[src/rtl/riscv_pkg.sv]
// Shared RV32I encodings for the multicycle core: opcodes, ALU codes, mux selects and FSM states.
// Latency: none (constants and types only).
// Backpressure: not applicable.
package riscv_pkg;

  // Major opcodes, IR[6:0]
  localparam logic [6:0] OP_LOAD   = 7'b0000011;
  localparam logic [6:0] OP_STORE  = 7'b0100011;
  localparam logic [6:0] OP_R      = 7'b0110011;
  localparam logic [6:0] OP_I      = 7'b0010011;
  localparam logic [6:0] OP_BRANCH = 7'b1100011;
  localparam logic [6:0] OP_JAL    = 7'b1101111;
  localparam logic [6:0] OP_JALR   = 7'b1100111;
  localparam logic [6:0] OP_LUI    = 7'b0110111;

  // ALU operation codes
  localparam logic [3:0] ALU_AND    = 4'b0000;
  localparam logic [3:0] ALU_OR     = 4'b0001;
  localparam logic [3:0] ALU_ADD    = 4'b0010;
  localparam logic [3:0] ALU_XOR    = 4'b0011;
  localparam logic [3:0] ALU_SLL    = 4'b0100;
  localparam logic [3:0] ALU_SRL    = 4'b0101;
  localparam logic [3:0] ALU_SUB    = 4'b0110;
  localparam logic [3:0] ALU_SLT    = 4'b0111;
  localparam logic [3:0] ALU_SRA    = 4'b1000;
  localparam logic [3:0] ALU_SLTU   = 4'b1001;
  localparam logic [3:0] ALU_PASS_B = 4'b1010;

  // ALU operand A select
  localparam logic [1:0] SRCA_PC    = 2'b00;
  localparam logic [1:0] SRCA_OLDPC = 2'b01;
  localparam logic [1:0] SRCA_RS1   = 2'b10;

  // ALU operand B select
  localparam logic [1:0] SRCB_RS2   = 2'b00;
  localparam logic [1:0] SRCB_IMM   = 2'b01;
  localparam logic [1:0] SRCB_FOUR  = 2'b10;

  // Result mux select
  localparam logic [1:0] RES_ALUOUT = 2'b00;
  localparam logic [1:0] RES_MDR    = 2'b01;
  localparam logic [1:0] RES_ALU    = 2'b10;

  // Instruction class seen by the ALU decoder
  typedef enum logic [1:0] {
    CLS_R  = 2'd0,
    CLS_I  = 2'd1,
    CLS_BR = 2'd2
  } alu_class_t;

  typedef enum logic [3:0] {
    ST_RST    = 4'd0,
    ST_FETCH  = 4'd1,
    ST_DECODE = 4'd2,
    ST_MEMADR = 4'd3,
    ST_MEMRD  = 4'd4,
    ST_MEMWB  = 4'd5,
    ST_MEMWR  = 4'd6,
    ST_EXEC_R = 4'd7,
    ST_EXEC_I = 4'd8,
    ST_ALUWB  = 4'd9,
    ST_BRANCH = 4'd10,
    ST_JAL    = 4'd11,
    ST_JALR   = 4'd12,
    ST_LUI    = 4'd13
  } state_t;

endpackage

[src/rtl/decodificador_ula.sv]
// ALU decoder: maps funct3/funct7[5] and instruction class to an ALU operation code.
// Latency: purely combinational.
// Backpressure: none.
module decodificador_ula
  import riscv_pkg::*;
(
  input  alu_class_t  alu_class,
  input  logic [2:0]  funct3,
  input  logic        funct7_b5,
  output logic [3:0]  alu_control
);

  // funct3 selects the operation; funct7[5] only distinguishes SUB (R-type) and SRA
  always_comb begin
    alu_control = ALU_ADD;
    if (alu_class == CLS_BR) begin
      // beq/bne compare by subtraction, blt/bge signed, bltu/bgeu unsigned
      if (!funct3[2])     alu_control = ALU_SUB;
      else if (funct3[1]) alu_control = ALU_SLTU;
      else                alu_control = ALU_SLT;
    end else begin
      case (funct3)
        3'b000: alu_control = (alu_class == CLS_R && funct7_b5) ? ALU_SUB : ALU_ADD;
        3'b001: alu_control = ALU_SLL;
        3'b010: alu_control = ALU_SLT;
        3'b011: alu_control = ALU_SLTU;
        3'b100: alu_control = ALU_XOR;
        3'b101: alu_control = funct7_b5 ? ALU_SRA : ALU_SRL;
        3'b110: alu_control = ALU_OR;
        default: alu_control = ALU_AND;
      endcase
    end
  end

endmodule

[src/rtl/unidade_controle_multiciclo.sv]
// Multicycle RV32I control FSM sequencing one ALU and a unified memory per instruction.
// Latency: 3..5 cycles per instruction plus one per mem_ready=0 cycle in a memory state.
// Backpressure: FETCH/MEMRD/MEMWR hold their request and state until mem_ready.
module unidade_controle_multiciclo
  import riscv_pkg::*;
(
  input  logic       clk,
  input  logic       reset,
  input  logic [6:0] opcode,
  input  logic [2:0] funct3,
  input  logic [6:0] funct7,
  input  logic       mem_ready,
  output logic       PCWrite,
  output logic       Branch,
  output logic       IRWrite,
  output logic       AdrSrc,
  output logic       MemRead,
  output logic       MemWrite,
  output logic       RegWrite,
  output logic [1:0] ALUSrcA,
  output logic [1:0] ALUSrcB,
  output logic [1:0] ResultSrc,
  output logic [3:0] ALUControl,
  output logic       instr_done,
  output logic       illegal
);

  state_t     state_q, state_d;
  alu_class_t alu_class;
  logic [3:0] alu_ctrl_dec;
  logic [5:0] funct7_unused;

  // Only funct7[5] matters to RV32I base decoding
  assign funct7_unused = {funct7[6], funct7[4:0]};

  // Decoder class follows the execute state; other states override ALUControl
  assign alu_class = (state_q == ST_EXEC_I) ? CLS_I :
                     (state_q == ST_BRANCH) ? CLS_BR : CLS_R;

  decodificador_ula u_decodificador_ula (
    .alu_class   (alu_class),
    .funct3      (funct3),
    .funct7_b5   (funct7[5]),
    .alu_control (alu_ctrl_dec)
  );

  // State register; async reset drops every output to zero through ST_RST
  always_ff @(posedge clk or negedge reset) begin
    if (!reset) state_q <= ST_RST;
    else        state_q <= state_d;
  end

  // Next-state and output decode; IRWrite/PCWrite/instr_done are qualified by mem_ready where a memory access completes
  always_comb begin
    state_d    = state_q;
    PCWrite    = 1'b0;
    Branch     = 1'b0;
    IRWrite    = 1'b0;
    AdrSrc     = 1'b0;
    MemRead    = 1'b0;
    MemWrite   = 1'b0;
    RegWrite   = 1'b0;
    ALUSrcA    = SRCA_PC;
    ALUSrcB    = SRCB_RS2;
    ResultSrc  = RES_ALUOUT;
    ALUControl = ALU_AND;
    instr_done = 1'b0;
    illegal    = 1'b0;

    case (state_q)
      ST_RST: state_d = ST_FETCH;

      ST_FETCH: begin
        // PC+4 computed on the bypass path while the instruction is read
        MemRead    = 1'b1;
        ALUSrcA    = SRCA_PC;
        ALUSrcB    = SRCB_FOUR;
        ALUControl = ALU_ADD;
        ResultSrc  = RES_ALU;
        if (mem_ready) begin
          IRWrite = 1'b1;
          PCWrite = 1'b1;
          state_d = ST_DECODE;
        end
      end

      ST_DECODE: begin
        // Speculative branch/jump target OldPC+imm lands in ALUOut
        ALUSrcA    = SRCA_OLDPC;
        ALUSrcB    = SRCB_IMM;
        ALUControl = ALU_ADD;
        case (opcode)
          OP_LOAD, OP_STORE: state_d = ST_MEMADR;
          OP_R:              state_d = ST_EXEC_R;
          OP_I:              state_d = ST_EXEC_I;
          OP_BRANCH:         state_d = ST_BRANCH;
          OP_JAL:            state_d = ST_JAL;
          OP_JALR:           state_d = ST_JALR;
          OP_LUI:            state_d = ST_LUI;
          default: begin
            illegal = 1'b1;
            state_d = ST_FETCH;
          end
        endcase
      end

      ST_MEMADR: begin
        ALUSrcA    = SRCA_RS1;
        ALUSrcB    = SRCB_IMM;
        ALUControl = ALU_ADD;
        state_d    = (opcode == OP_STORE) ? ST_MEMWR : ST_MEMRD;
      end

      ST_MEMRD: begin
        AdrSrc  = 1'b1;
        MemRead = 1'b1;
        if (mem_ready) state_d = ST_MEMWB;
      end

      ST_MEMWB: begin
        ResultSrc  = RES_MDR;
        RegWrite   = 1'b1;
        instr_done = 1'b1;
        state_d    = ST_FETCH;
      end

      ST_MEMWR: begin
        AdrSrc   = 1'b1;
        MemWrite = 1'b1;
        if (mem_ready) begin
          instr_done = 1'b1;
          state_d    = ST_FETCH;
        end
      end

      ST_EXEC_R: begin
        ALUSrcA    = SRCA_RS1;
        ALUSrcB    = SRCB_RS2;
        ALUControl = alu_ctrl_dec;
        state_d    = ST_ALUWB;
      end

      ST_EXEC_I: begin
        ALUSrcA    = SRCA_RS1;
        ALUSrcB    = SRCB_IMM;
        ALUControl = alu_ctrl_dec;
        state_d    = ST_ALUWB;
      end

      ST_ALUWB: begin
        ResultSrc  = RES_ALUOUT;
        RegWrite   = 1'b1;
        instr_done = 1'b1;
        state_d    = ST_FETCH;
      end

      ST_BRANCH: begin
        // Datapath gates Branch with its own compare; target already sits in ALUOut
        ALUSrcA    = SRCA_RS1;
        ALUSrcB    = SRCB_RS2;
        ALUControl = alu_ctrl_dec;
        ResultSrc  = RES_ALUOUT;
        Branch     = 1'b1;
        instr_done = 1'b1;
        state_d    = ST_FETCH;
      end

      ST_JAL, ST_JALR: begin
        // Link value OldPC+4 goes to the register file on the bypass path; the
        // PC port takes its target from ALUOut (JAL) or the datapath's rs1+imm path (JALR)
        ALUSrcA    = SRCA_OLDPC;
        ALUSrcB    = SRCB_FOUR;
        ALUControl = ALU_ADD;
        ResultSrc  = RES_ALU;
        RegWrite   = 1'b1;
        PCWrite    = 1'b1;
        instr_done = 1'b1;
        state_d    = ST_FETCH;
      end

      ST_LUI: begin
        ALUSrcA    = SRCA_PC;
        ALUSrcB    = SRCB_IMM;
        ALUControl = ALU_PASS_B;
        ResultSrc  = RES_ALU;
        RegWrite   = 1'b1;
        instr_done = 1'b1;
        state_d    = ST_FETCH;
      end

      default: state_d = ST_RST;
    endcase
  end

endmodule

[config.mk]
export PLATFORM = sky130hd
export DESIGN_NAME = unidade_controle_multiciclo
export DESIGN_NICKNAME = d
export VERILOG_FILES = /design/src/rtl/riscv_pkg.sv /design/src/rtl/decodificador_ula.sv /design/src/rtl/unidade_controle_multiciclo.sv
export SDC_FILE = /design/constraint.sdc
export NUM_CORES = 1
export LEC_CHECK = 0
export CAP_MARGIN = 30
export CELL_PAD_IN_SITES_DETAIL_PLACEMENT = 0
export CELL_PAD_IN_SITES_GLOBAL_PLACEMENT = 1
export CORE_MARGIN = 2
export CORE_UTILIZATION = 41
export DETAILED_ROUTE_END_ITERATION = 16
export DONT_BUFFER_PORTS = 1
export GPL_ROUTABILITY_DRIVEN = 0
export PLACE_DENSITY = 0.8
export SLEW_MARGIN = 25
export SYNTH_ARGS = -nofsm -noshare
export SYNTH_HDL_FRONTEND = slang
export SYNTH_SLANG_ARGS = --single-unit
export TNS_END_PERCENT = 50
[constraint.sdc]
create_clock -name clk -period 1.8 [get_ports clk]
set_input_delay 0.27 -clock clk [delete_from_list [all_inputs] [get_ports clk]]
set_output_delay 0.27 -clock clk [all_outputs]
set_load 0.02 [all_outputs]
==> results of run 1 <==
-- layout by cell type, fill, tap and decap left out, types with 3 or more instances in the layout --
cell / n
a21oi_1: 9
a31oi_1: 5
buf_4: 23
clkbuf_4: 3
inv_1: 3
nand2_1: 15
nand2b_4: 3
nand3_1: 4
nand3b_1: 3
nor2_1: 12
nor2_2: 3
nor3_1: 4
o21ai_0: 7
o21ai_1: 4
o22ai_1: 3
o31ai_1: 3
-- cells by family after synthesis --
group           count (synthesis)  share of synthesized area, %
simple gates                   59                         39.88
buf+inv                        14                         7.822
compound gates                 46                         36.50
xor+xnor                        1                         1.074
mux                             2                         2.454
flops                           4                         12.27
-- timing repair --
item	CTS	global route
resized for setup	7	7
buffers inserted	4	1
endpoints found under the hold margin	4	0
endpoints found under the setup margin	6	10
hold buffers	1	0
pin swaps	1	4
-- metal layers --
layer / vias up / global-route usage [%] / wire length (um) / part of all wire (%)
met4: 0 / 9.048 / 0 / 0
met5: - / 0 / 0 / 0
met1: 485 / 21.06 / 956 / 40
li1: 510 / - / - / -
met2: 48 / 40.41 / 1303 / 54
met3: 0 / 4.012 / 145 / 6.0
-- critical path: stages (launching register included) --
cell,delay (ns)
dfrtp_1,0.40
nand2b_4,0.17
nor2_4,0.20
mux2i_1,0.21
o22ai_1,0.08
o21ai_1,0.08
buf_4,0.16
-- metrics by stage --
step | hold WS [ns] | total power [W]
after detailed placement | -0.02551 | 0.001324
after global placement | -0.02550 | 0.001302
after global routing | 0.2448 | 0.001676
final | 0.2395 | 0.001551
after CTS | 0.2325 | 0.001512
after floorplan | -0.02559 | 0.0009922
-- layout make-up --
cell class                      instances  area, um2  area share, %
Multi-Input combinational cell        108      703.2          64.75
Timing Repair Buffer                   26      205.2          18.89
Sequential cell                         4      102.6          9.447
Tap cell                               27      33.78          3.111
Clock buffer                            3      22.52          2.074
Inverter                                5      18.77          1.728
-- worst max path at each step --
stage	from	endpoint	slack, ns	cells after the start
2_1_floorplan	state_q[0]	instr_done	0.01	5
3_3_place_gp	state_q[3]	ALUControl[0]	0.20	5
3_5_place_dp	state_q[3]	ALUControl[0]	0.17	5
4_1_cts	state_q[3]	ALUSrcB[1]	0.003	5
5_1_grt	state_q[0]	ALUControl[2]	-0.08	6
6_report	state_q[2]	ALUControl[3]	0.007	6
-- power by group --
| group | switching [W] | internal (W) | total [W] |
|---|---|---|---|
| clock network | 0.0000336 | 0.0000744 | 0.000108 |
| registers | 0.0000437 | 0.000128 | 0.000171 |
| logic | 0.000754 | 0.000518 | 0.00127 |
| total | 0.000831 | 0.000721 | 0.00155 |
==> results.cfg, run 1 <==
[drt]
dr.first_iter.drc_count = 32
detail-route-antenna-nets = 0
drt-total-wl_mm = 2.404
vias = 1043
route.detailed.drc = 0
viasPerCell = 6.029
wl_per_cell_um = 13.90
first_pass_iters = 5

[logic_synthesis]
synth-main-ff-cell = dfrtp_1
synth-edff-count = 0
syn_nets = 146
async_reset_ff_share_pct = 100.0
ys.warnings.count = 0
synthTopCellsByCount = 15 x nand2_1, 14 x nor2_1, 11 x a21oi_1
ys_seq_area_share_pct = 12.27
syn_inst = 126
syn_avg_cell_area_um2 = 6.474
ys_ff_latch = 4
synth_most_common_cell = nand2_1
synth_top_area_share_pct = 12.27
yosys.area.top_type = dfrtp_1
yosys-top-cells-area = dfrtp_1 12%, nand2_1 6.9%, a21oi_1 6.7%
synth.distinct_cells = 42
synth_area_um2 = 815.8

[placed_design]
dp_slack_ns = 0.1667
port_buffers = 0
place_area_um2 = 959.7
hpwlAfterDp_mm = 1.821
dp_cells = 164

[worst_setup_path]
cp.arrival_ns = 1.52
worst_setup_path_start_kind = flop
crit_fanout = 7
end_kind = output pin
r2r_end = state_q[1]
r2r-start = state_q[3]
reg2regPathDepth = 6
r2r_setup_slack_ns = 0.30
critPathKind = flop to output pin
required_ns = 1.53

[final_layout]
fillers = 201
largest-register = state_q
area_growth_pct = 33.13
final_cells = 173
num_antenna_cells = 0
nNetsFinal = 168
largest_reg_flops = 4
drive_gt1_share_pct = 33.56
fin_area_mm2 = 0.001086
postLayoutCoreUtil_pct = 56.51
top_regs = state_q x4

[clocking]
clk_path_buf_depth = 2
path_clk_slew_ns = 0.04
cts_sinks = 4
worstSkewPairLatency_ns = 0.23
cts_tree = yes
numCtsBuffers = 3
htreeDepth = 1
root_buffer = clkbuf_4

[sta]
setup_ws_ns = 0.006693
maxSlewViolCount = 0
worst_pin_slew_ns = 0.4140
fin_crit_ns = 1.793
maxSlewHeadroom_pct = 72.21
hold_violations = 0
setup_violations = 0
fmax_mhz = 557.6
finalCritPeriodShare_pct = 99.63
rsz0062_at_grt = true
setup_tns_ns = 0
skew_ns = 0.001030

[min_path]
min_to = state_q[1]
hold_depth = 2
hp-class = input pin to flop
min_from = mem_ready

[global_routing]
grt_pass1_vias = 962
grt_max_degree = 19
gr-total-overflow = 0
grt_pass1_wl_mm = 3.967
grtUsageTotal_pct = 20.77
antenna_found_initial = 0

[outcome]
status = finished clean

[power]
p_leak_nw = 0.4441
ir_drop_mv = 0.7139
p_per_area_mw_per_mm2 = 1428

[die]
num_rows = 16
start_util_pct = 42.45
dieArea_mm2 = 0.002362
die_h_um = 48.61
coreArea_mm2 = 0.001922
die_w_um = 48.61
top_level_ports = 39

[flow_run]
drv_cap = 0
No activity file was read; power rests on OpenSTA's default activity.
==> inputs of run 2 (changes only) <==
ABC_AREA = 1   (was default)
CORE_UTILIZATION = 37   (was 41)
PLACE_DENSITY = 0.78   (was 0.8)
==> results.cfg, run 2 <==
[outcome]
status = finished clean

[sta]
rsz0062_at_grt = true
whs_ns = 0.2697
setup_violations = 0
fmax_mhz = 555.7
hold_violations = 0
fin_crit_ns = 1.800
skew_ns = 0.006120
maxSlewHeadroom_pct = 74.21
worst_pin_slew_ns = 0.3854
finalCritPeriodShare_pct = 99.98
maxSlewViolCount = 0

[worst_setup_path]
worst_setup_path_start_kind = flop
r2r_end = state_q[1]
r2r_setup_slack_ns = 0.41
required_ns = 1.53
cp.arrival_ns = 1.53
crit_path_start = state_q[1]
critPathKind = flop to output pin
endpoint = ALUSrcB[0]
reg2regPathDepth = 7
r2r-start = state_q[2]
crit_fanout = 5
end_kind = output pin

[logic_synthesis]
synth-edff-count = 0
syn_avg_cell_area_um2 = 5.165
yosys-top-cells-area = nand2_1 22%, dfrtp_1 15%, nor2_1 12%
ys.warnings.count = 0
syn_inst = 133
synth_area_um2 = 686.9
yosys.area.top_type = nand2_1
synth_top_area_share_pct = 22.40
ys_seq_area_share_pct = 14.57
async_reset_ff_share_pct = 100.0
synth-main-ff-cell = dfrtp_1
synth_most_common_cell = nand2_1
ys_ff_latch = 4
syn_nets = 153
synth.distinct_cells = 22
synthTopCellsByCount = 41 x nand2_1, 22 x nor2_1, 21 x inv_1

[die]
dieArea_mm2 = 0.002217
top_level_ports = 39
die_h_um = 47.09
start_util_pct = 39.35
coreArea_mm2 = 0.001745
num_rows = 15
die_w_um = 47.09

[final_layout]
mostFrequentLayoutCell = nand2_1
multi_input_area_um2 = 529.3
nNetsFinal = 173
top_regs = state_q x4
layout_common_cells = 39 x nand2_1, 19 x inv_1, 19 x nor2_1, 13 x buf_4, 10 x o21ai_0
drive_gt1_share_pct = 25.17
seqCellArea_um2 = 101.3
largest-register = state_q
area_growth_pct = 30.05
num_antenna_cells = 0
fillers = 202
fin_area_um2 = 893.4
postLayoutCoreUtil_pct = 51.18
largest_reg_flops = 4

[global_routing]
antenna_found_initial = 0
grt_max_degree = 8
grt_pass1_wl_mm = 3.111
gr-total-overflow = 0
grt_pass1_vias = 824
grtUsageTotal_pct = 19.31

[placed_design]
hpwlAfterDp_mm = 1.522
place_area_um2 = 800.8
port_buffers = 0

[min_path]
hp-class = input pin to flop

[clocking]
cts_sinks = 4
cts_tree = yes
clk_path_buf_depth = 2
root_buffer = clkbuf_4
worstSkewPairLatency_ns = 0.24
path_clk_slew_ns = 0.04
htreeDepth = 1
numCtsBuffers = 3

[power]
p_leak_nw = 0.4741
p_per_area_mw_per_mm2 = 1330
ir_drop_mv = 0.8620

[drt]
detail-route-antenna-nets = 0
viasPerCell = 5.148
wl_per_cell_um = 11.38
route.detailed.drc = 0
vias = 906
first_pass_iters = 4
dr.first_iter.drc_count = 29
drt-total-wl_mm = 2.002

[flow_run]
drv_cap = 0
## run 2: cell types whose count changed in the layout (fill, tap and decap cells not counted), sizes merged, moves of 7 or more
cell | previous run | this run
a21oi | 11 | 4
buf | 25 | 14
inv | 5 | 24
nand2 | 15 | 42
nor2 | 16 | 27
## run 2: per-stage QoR
| step | power, W | setup slack (ns) | setup TNS (ns) | instances |
|---|---|---|---|---|
| floorplan | 0.0007636 | 0.1530 | 0 | 133 |
| global placement | 0.0009773 | 0.1502 | 0 | 169 |
| detailed placement | 0.0009764 | 0.1209 | 0 | 169 |
| CTS | 0.001130 | -0.03998 | -0.08837 | 175 |
| global route | 0.001277 | -0.08994 | -0.6650 | 176 |
| finish | 0.001188 | 0.0003394 | 0 | 176 |
## run 2: timing repair
action                                  4_1_cts  5_1_grt
endpoints found under the hold margin         4        0
pin swaps                                     2        3
hold buffers                                  1        0
endpoints found under the setup margin       10       14
setup buffers                                 2        1
gates resized for setup                       4       11
## run 2: how the worst min path moves through the flow
stage | from | end | slack (ns) | cells after the start
2_1_floorplan | reset | state_q[0] | -0.03 | 0
3_3_place_gp | reset | state_q[1] | -0.03 | 0
3_5_place_dp | reset | state_q[3] | -0.03 | 0
4_1_cts | mem_ready | state_q[0] | 0.26 | 3
5_1_grt | mem_ready | state_q[0] | 0.30 | 3
6_report | mem_ready | state_q[0] | 0.27 | 3
## run 2: area by class of cell
| type | instances | share of cell area (%) |
|---|---|---|
| flip-flops and latches | 4 | 11.34 |
| multi-input cells | 105 | 59.24 |
| well taps | 25 | 3.501 |
| repair buffers | 15 | 13.31 |
| clock buffers | 3 | 2.521 |
| inverters | 24 | 10.08 |
## run 2: critical path, cell delays in order (launching register included)
cell and delay [ns]:
dfrtp_1 0.44, inv_1 0.09, nand2_1 0.15, nor2_1 0.09, a31oi_1 0.21, o21ai_0 0.14, buf_4 0.18
## run 2: layer usage
layer	vias up	GRT usage, %	wire, um
met5	-	0	0
met4	0	9.444	21
met3	4	1.154	146
met2	39	35.89	1036
met1	403	22.14	797
li1	460	-	-
## run 2: logic make-up after synthesis
group,share of synthesized area [%]
and+or+nand+nor,47.72
AOI/OAI and AO/OA,24.59
buffers and inverters,13.12
DFF,14.57
## run 2: power by group
part           switching, W  internal [W]
Sequential        0.0000585      0.000125
Combinational      0.000606      0.000283
Clock             0.0000407     0.0000748
Total              0.000705      0.000483
